**config.mk**
```make
export PLATFORM = sky130hd
export DESIGN_NAME = change_dispenser
export DESIGN_NICKNAME = d
export VERILOG_FILES = /design/src/rtl/vending_pkg.sv /design/src/rtl/coin_tube.sv /design/src/rtl/change_dispenser.sv
export SDC_FILE = /design/constraint.sdc
export NUM_CORES = 1
export LEC_CHECK = 0
export CAP_MARGIN = 20
export CELL_PAD_IN_SITES_DETAIL_PLACEMENT = 0
export CELL_PAD_IN_SITES_GLOBAL_PLACEMENT = 2
export CORE_MARGIN = 2
export CORE_UTILIZATION = 32
export CTS_BUF_LIST = sky130_fd_sc_hd__clkbuf_4 sky130_fd_sc_hd__clkbuf_8 sky130_fd_sc_hd__clkbuf_16
export CTS_CLUSTER_DIAMETER = 150
export DETAILED_ROUTE_END_ITERATION = 7
export PLACE_DENSITY_LB_ADDON = 0.12
export SETUP_SLACK_MARGIN = 0.05
export SLEW_MARGIN = 10
export SYNTH_ARGS = -nofsm -noshare
export SYNTH_HDL_FRONTEND = slang
export SYNTH_SLANG_ARGS = --single-unit
```
**constraint.sdc**
```tcl
create_clock -name clk -period 2.2 [get_ports clk]
set_input_delay 0.55 -clock clk [delete_from_list [all_inputs] [get_ports clk]]
set_output_delay 0.55 -clock clk [all_outputs]
set_load 0.02 [all_outputs]
```
**src/rtl/vending_pkg.sv**
```systemverilog
// Shared vending definitions: change codes, coin values and the
// dispenser state encoding, plus helpers to decode a change code.
package vending_pkg;

  // Change code presented by the vending controller alongside soda.
  typedef enum logic [2:0] {
    CHG_NONE = 3'b000,
    CHG_5    = 3'b001,
    CHG_10   = 3'b010,
    CHG_15   = 3'b011,
    CHG_20   = 3'b100
  } chg_code_e;

  // Coin values and item price in cents (5-bit range covers all of them).
  localparam logic [4:0] NICKLE_VAL  = 5'd5;
  localparam logic [4:0] DIME_VAL    = 5'd10;
  localparam logic [4:0] QUARTER_VAL = 5'd25;
  localparam logic [4:0] PRICE_VAL   = 5'd20;

  // Dispenser control states.
  typedef enum logic [1:0] {
    ST_IDLE     = 2'd0,
    ST_DISPENSE = 2'd1,
    ST_DONE     = 2'd2
  } disp_state_e;

  // Codes above CHG_20 carry no meaning and are rejected.
  function automatic logic chg_valid(input logic [2:0] code);
    return (code <= 3'd4);
  endfunction

  // Amount of change owed for a code; zero for none/invalid codes.
  function automatic logic [4:0] chg_value(input logic [2:0] code);
    logic [4:0] val;
    case (code)
      CHG_5:   val = 5'd5;
      CHG_10:  val = 5'd10;
      CHG_15:  val = 5'd15;
      CHG_20:  val = 5'd20;
      default: val = 5'd0;
    endcase
    return val;
  endfunction

endpackage

```
**src/rtl/coin_tube.sv**
```systemverilog
// One coin tube: a saturating 4-bit down counter with refill to capacity.
// Refill wins over a same-edge decrement; the count never wraps below 0.
module coin_tube #(
  parameter logic [3:0] CAP = 4'd8
) (
  input  logic       clk,
  input  logic       rst_n,
  input  logic       dec,
  input  logic       refill,
  output logic [3:0] count,
  output logic       empty
);

  // Tube contents: reset/refill load capacity, dec removes one coin if any.
  always_ff @(posedge clk or negedge rst_n) begin
    if (!rst_n) begin
      count <= CAP;
    end else if (refill) begin
      count <= CAP;
    end else if (dec && (count != 4'd0)) begin
      count <= count - 4'd1;
    end else begin
      count <= count;
    end
  end

  assign empty = (count == 4'd0);

endmodule

```
**src/rtl/change_dispenser.sv**
```systemverilog
// Change dispenser: pays out change greedily (dimes first, then nickels),
// one coin per cycle, reporting done when paid or short when it cannot pay.
module change_dispenser
  import vending_pkg::*;
#(
  parameter logic [3:0] NICKLE_CAP = 4'd8,
  parameter logic [3:0] DIME_CAP   = 4'd8
) (
  input  logic       clk,
  input  logic       rst_n,
  input  logic       soda,
  input  logic [2:0] change,
  input  logic       refill,
  output logic       nickle_out,
  output logic       dime_out,
  output logic       busy,
  output logic       done,
  output logic       short,
  output logic [3:0] nickle_cnt,
  output logic [3:0] dime_cnt
);

  disp_state_e state;
  logic [4:0]  remaining;
  logic        nickle_empty;
  logic        dime_empty;
  logic        use_dime;
  logic        use_nickle;

  // Coin selection for this edge: a dime when it fits and one is left,
  // otherwise a nickel under the same conditions.
  assign use_dime   = (state == ST_DISPENSE) && (remaining >= DIME_VAL) && !dime_empty;
  assign use_nickle = (state == ST_DISPENSE) && !use_dime &&
                      (remaining >= NICKLE_VAL) && !nickle_empty;

  assign busy = (state != ST_IDLE);
  assign done = (state == ST_DONE);

  coin_tube #(.CAP(NICKLE_CAP)) u_nickle_tube (
    .clk    (clk),
    .rst_n  (rst_n),
    .dec    (use_nickle),
    .refill (refill),
    .count  (nickle_cnt),
    .empty  (nickle_empty)
  );

  coin_tube #(.CAP(DIME_CAP)) u_dime_tube (
    .clk    (clk),
    .rst_n  (rst_n),
    .dec    (use_dime),
    .refill (refill),
    .count  (dime_cnt),
    .empty  (dime_empty)
  );

  // Control FSM with registered coin and short pulses.
  always_ff @(posedge clk or negedge rst_n) begin
    if (!rst_n) begin
      state      <= ST_IDLE;
      remaining  <= 5'd0;
      nickle_out <= 1'b0;
      dime_out   <= 1'b0;
      short      <= 1'b0;
    end else begin
      nickle_out <= 1'b0;
      dime_out   <= 1'b0;
      short      <= 1'b0;
      case (state)
        ST_IDLE: begin
          if (soda) begin
            if (change == CHG_NONE) begin
              state <= ST_DONE;
            end else if (chg_valid(change)) begin
              remaining <= chg_value(change);
              state     <= ST_DISPENSE;
            end else begin
              short <= 1'b1;
            end
          end
        end
        ST_DISPENSE: begin
          if (use_dime) begin
            dime_out  <= 1'b1;
            remaining <= remaining - DIME_VAL;
            if (remaining == DIME_VAL) begin
              state <= ST_DONE;
            end
          end else if (use_nickle) begin
            nickle_out <= 1'b1;
            remaining  <= remaining - NICKLE_VAL;
            if (remaining == NICKLE_VAL) begin
              state <= ST_DONE;
            end
          end else begin
            // Nothing usable left: give up; coins already paid stay paid.
            short     <= 1'b1;
            remaining <= 5'd0;
            state     <= ST_IDLE;
          end
        end
        ST_DONE: begin
          state <= ST_IDLE;
        end
        default: begin
          state     <= ST_IDLE;
          remaining <= 5'd0;
        end
      endcase
    end
  end

endmodule

```
* Yosys cells after proc, flatten, opt, wreduce, memory -nomap -nowiden
Index checks and enable logic that the tools add are counted.
** Storage, ports and cells
- Register bits after elaboration :: 18
- Output and inout bits :: 13
** Cells by class
- Add/subtract/negate cells :: 4
- Order comparisons :: 3
- Equal/unequal tests :: 14
- Mux-type cells :: 30
- Bitwise operators :: 1
- Reduce and logical (&&, ||, !) cells :: 21
** Operators by type and width (number)
- $mux W5 :: 5
- $pmux W5 S4 :: 1
- $mux W4 :: 4
- $pmux W5 S3 :: 1
- $mux W2 :: 7
- $mux W1 :: 10
- $logic_not A4 Y1 :: 2
- $reduce_and A4 Y1 :: 2
- $reduce_bool A4 Y1 :: 2
- $sub A4 B1 Y4 const B :: 2
- $logic_and A1 B1 Y1 :: 7
- $eq A3 B2 Y1 const B :: 2
- $ne A2 B2 Y1 const B :: 3
- $ne A3 B3 Y1 const B :: 2
- $reduce_bool A2 Y1 :: 3
- $eq A5 B3 Y1 const B :: 1
- $eq A5 B4 Y1 const B :: 1
- $ge A5 B3 Y1 const B :: 1
- $ge A5 B4 Y1 const B :: 1
- $sub A5 B3 Y5 const B :: 1
- $sub A5 B4 Y5 const B :: 1
- $ne A4 B3 Y1 const B :: 1
- $pmux W2 S2 :: 1
- $eq A3 B1 Y1 const B :: 1
- other kinds (9) :: 11

* Depth between registers and ports, before layout
- Word-level depth :: 10
- Depth in mapped cells :: 9

* Modules after synthesis
Synthesis repeated with hierarchy kept, for this count alone.
** Unflattened totals
- Cell total of the unflattened synthesis :: 146
- Area, all modules :: 1325.0 µm²
** By module, submodules not included
- change_dispenser :: times used 1, cells each 100, area an instance 849.6 µm², sequential area each 250.2 µm²
- coin_tube :: times used 2, cells each 23, area an instance 237.7 µm², sequential area each 101.3 µm²

* Worst setup path after synthesis
Ideal clock, no wire load.
- Path type :: register to register
- From :: register remaining[2]
- To :: register remaining[3]
- Setup time :: 125 ps
- Arrival :: 1837 ps
- Data required time :: 2075 ps
- Setup slack :: 238 ps
- Stages on the path, launching flop included :: 10
- Buffers on the path :: 2
- Clock period less this slack :: 1962 ps
- Cell sequence :: dfrtp_1 buf_6 inv_1 ha_1 nor2b_1 a2111o_1 buf_6 mux2i_1 nor3b_1 nor3_2
** On the way
- Cells in the longest elaborated chain, start to end :: 10
- Elaborated cells on any way between the ends :: 13
- Classes of those cells :: add/sub (2); order compare (2); mux (3); reduce/logical (6)
** RTL lines
- start: declaration :: line change_dispenser.sv:24 : logic [4:0] remaining;
- start signal: assignment :: line change_dispenser.sv:75 : remaining <= chg_value(change);
- start signal: assignment :: line change_dispenser.sv:85 : remaining <= remaining - DIME_VAL;
- start signal: assignment :: line change_dispenser.sv:91 : remaining <= remaining - NICKLE_VAL;
- $ge A5 B4 Y1 :: line change_dispenser.sv:32 : assign use_dime = (state == ST_DISPENSE) && (remaining >= DIME_VAL) && !dime_empty;
- $logic_and A1 B1 Y1 (2 in a row) :: line change_dispenser.sv:32
- $logic_not A1 Y1 :: line change_dispenser.sv:33 : assign use_nickle = (state == ST_DISPENSE) && !use_dime &&
- $logic_and A1 B1 Y1 (2 in a row) :: line change_dispenser.sv:33
- $logic_and A1 B1 Y1 :: line change_dispenser.sv:34 : (remaining >= NICKLE_VAL) && !nickle_empty;
- $mux W5 :: line change_dispenser.sv:89 : end else if (use_nickle) begin
- $mux W5 (*) :: line change_dispenser.sv:83 : if (use_dime) begin
- $pmux W5 S3 (*) :: line change_dispenser.sv:69 : case (state)
Every way passes the cells marked *; elsewhere a longest branch is shown, timed or not.
A chain may end at the register's enable or synchronous reset.

* Worst setup path in the final report
- From :: register state[0]
- To :: output done
** On the way
- Cells in the longest elaborated chain, start to end :: 1
** RTL lines
- start: declaration :: line change_dispenser.sv:23 : disp_state_e state;
- start signal: assignment :: line change_dispenser.sv:60 : state <= ST_IDLE;
- start signal: assignment :: line change_dispenser.sv:73 : state <= ST_DONE;
- start signal: assignment :: line change_dispenser.sv:76 : state <= ST_DISPENSE;
- $eq A2 B2 Y1 :: line change_dispenser.sv:37 : assign done = (state == ST_DONE);
- end: declaration :: line change_dispenser.sv:17 : output logic done,
Every way passes these cells.

==> out/metrics.csv <==
metric,value,unit
h-tree-depth,1,
clock_sinks,18,
wl_per_cell,13.25,um
cts_tree,yes,
cp-end-kind,primary output,
ant_nets,0,
grt_use_met1,0.1991,
antenna_found_initial,0,
status,"complete, no violations",
final_nets,185,
busiest_layer,met2,
synth_area,1200,um2
path_buf_inv,1,
fp.dieW,65.24,um
ys_ff_latch,18,
seq_power_share,0.251,
timing.setup.tns,0,ns
clkPwrFrac,0.118,
syn2layout_area_growth,35.56,%
die_h,65.24,um
clk_latency,0.26,ns
drive_gt1_frac,0.1976,
fin_ws,0.1328,ns
numCtsBuffers,3,
die_area,4256,um2
vias,1064,
hold_buffers,0,
core,3633,um2
skew,0.004626,ns
crit_family,buffers and inverters,
synthCells,128,
drc,0,
yosysSeqAreaShare,0.3775,
worstMarginPinSlew,0.3486,ns
fmax,483.7,MHz
setup.worst_path.start_class,flip-flop,
required,1.65,ns
netSwitchingFraction,0.4322,
power.leakage,0.0007351,uW
dp_cells,209,
hpwl,2188,um
cts.clk_slew.worst_paths,0.08,ns
layoutNonFillerInstCount,215,
ys_types,45,
clk_root_buffer_cell,clkbuf_8,
synthArstFlopShare,1.000,
r2r_slack,0.16,ns
ios,20,
ir_drop,0.0005692,V
via_per_inst,4.949,
setup_viol,0,
crit_fanout,8,
p_per_area,1468,nW/um2
netSwitchingPower,1032,uW
relSlewSlack,0.7662,
syn_nets,145,
firstDrtPassIters,6,
place_area,1551,um2
diodes,0,
post-route-min-period,2.067,ns
hold_viol,0,
grt_max_degree,19,
grt_pass1_wl,4899,um
worst-setup-path-type,flip-flop to primary output,
synth_ff_type,dfrtp_1,
track_usage,0.1505,
fin_crit_sh,0.9396,
clock_path_buffers,2,
grt_pass1_vias,1046,
rsz0062_at_grt,true,
cpPeakStageDelay,0.61,ns
fin_util,0.4477,
synth_edf_count,0,
hold_class,flip-flop to flip-flop,
numPortBuffers,19,
grt_overflow,0,
internal_power,1356,uW
yosys_warnings,0,
post_synth.cell_area_avg,9.374,um2
wl,2848,um
max_cap_viol_count,0,
crit_slowest_cell,clkdlybuf4s50_1,
dp_worst_setup_slack,0.03814,ns
drtIter0Drc,25,
cp.arrival,1.52,ns
row_count,22,
maxSlewViolCount,0,
start_util,0.3302,
grtUsageMet2,0.2347,
final_design_area_no_fill,1627,um2
gp_congestion,0.7386,
power_frac_comb,0.631,
use_met3,0.02568,
path_cells,nor2b_1 > clkdlybuf4s50_1,
## worst paths after layout
check	from	to	cells past startpoint
max	state[0]	done	2
min	u_dime_tube.count[0]	u_dime_tube.count[0]	3
max reg2reg	remaining[1]	state[0]	7
min reg2reg	u_dime_tube.count[0]	u_dime_tube.count[0]	3
max in group asynchronous	rst_n	u_nickle_tube.count[3]	2
min in group asynchronous	rst_n	remaining[1]	2
## power by group through the flow
stage               logic [uW]  clock network (uW)  registers, uW
floorplan                  897                   0            666
global placement          1490                   0            597
detailed placement        1480                   0            602
CTS                       1490                 287            598
global route              1680                 305            617
finish                    1510                 282            598
## per-stage QoR
step	power (uW)	hold slack, ns
floorplan	1563	0.2544
global placement	2088	0.5510
detailed placement	2082	0.5519
CTS	2376	0.5710
global route	2605	0.6031
finish	2387	0.5657
## layout by cell type, fill, tap and decap left out, types with 3 or more instances in the layout
cell / instances
nand2_1: 7
nor2b_1: 4
inv_1: 13
clkdlybuf4s50_1: 18
dfrtp_1: 16
buf_4: 19
nor3b_1: 3
a211oi_1: 3
nand2b_1: 4
ha_1: 10
xor2_1: 5
a21oi_1: 5
nor2_1: 12
clkbuf_8: 4
o21ai_0: 4
## flip-flops by register name, indices dropped and copies added (netlist names)
name	count
state	2
remaining	5
u_dime_tube.count	4
dime_out	1
nickle_out	1
short	1
u_nickle_tube.count	4
## cell families (layout without fill, tap and decap cells)
group                    count (synthesis)  after routing  synth area share
AND/OR/NAND/NOR                         45             45            0.2044
buffers and inverters                   17             56           0.06569
XOR/XNOR                                 7              7           0.05110
AO/OA/AOI/OAI                           30             30            0.1887
adder cells (fa/ha/maj)                 10             10            0.1043
flip-flops                              18             18            0.3775
multiplexers                             1              1          0.008342
## synthesized netlist by cell type, types with 2 or more instances
cell / instances / area [um2]
nand2_1: 7 / 26.28
nor2_1: 13 / 48.80
nor2b_1: 4 / 25.02
xor2_1: 5 / 43.79
buf_6: 2 / 22.52
dfstp_2: 2 / 52.55
nand3_1: 2 / 10.01
nand2b_1: 4 / 25.02
xnor2_1: 2 / 17.52
o32a_1: 2 / 20.02
a31oi_1: 2 / 12.51
dfrtp_1: 16 / 400.4
nor3b_1: 3 / 22.52
or3_1: 2 / 12.51
nor3_1: 2 / 10.01
a211oi_1: 3 / 22.52
o21ai_0: 4 / 20.02
inv_1: 13 / 48.80
a21oi_1: 5 / 25.02
ha_1: 10 / 125.1
## timing repair
| action | CTS | global route |
|---|---|---|
| endpoints found under the setup margin | 1 | 9 |
| pin swaps | 0 | 1 |
| setup buffers | 0 | 2 |
| gates resized for setup | 1 | 1 |
| cloned | 0 | 0 |
## layout make-up
class,count,area [um2]
repair buffers,38,335.3
multi-input cells,93,670.6
fillers,379,2007
flip-flops and latches,18,452.9
well taps,48,60.06
clock buffers,4,55.05
inverters,14,52.55
## metal layers
layer | routed length (um) | vias up
li1 | - | 530
met1 | 1386 | 510
met2 | 1301 | 20
met3 | 105 | 4
met4 | 55 | 0
met5 | 0 | -
## worst reg2reg max path, stage by stage (launching register included)
cell      delay, ns
dfrtp_1        0.35
inv_1          0.09
ha_1           0.24
nor2b_1        0.13
a2111o_1       0.53
nand2_2        0.17
a31oi_1        0.06
or3_1          0.35
(Power assumes the default switching activity.)
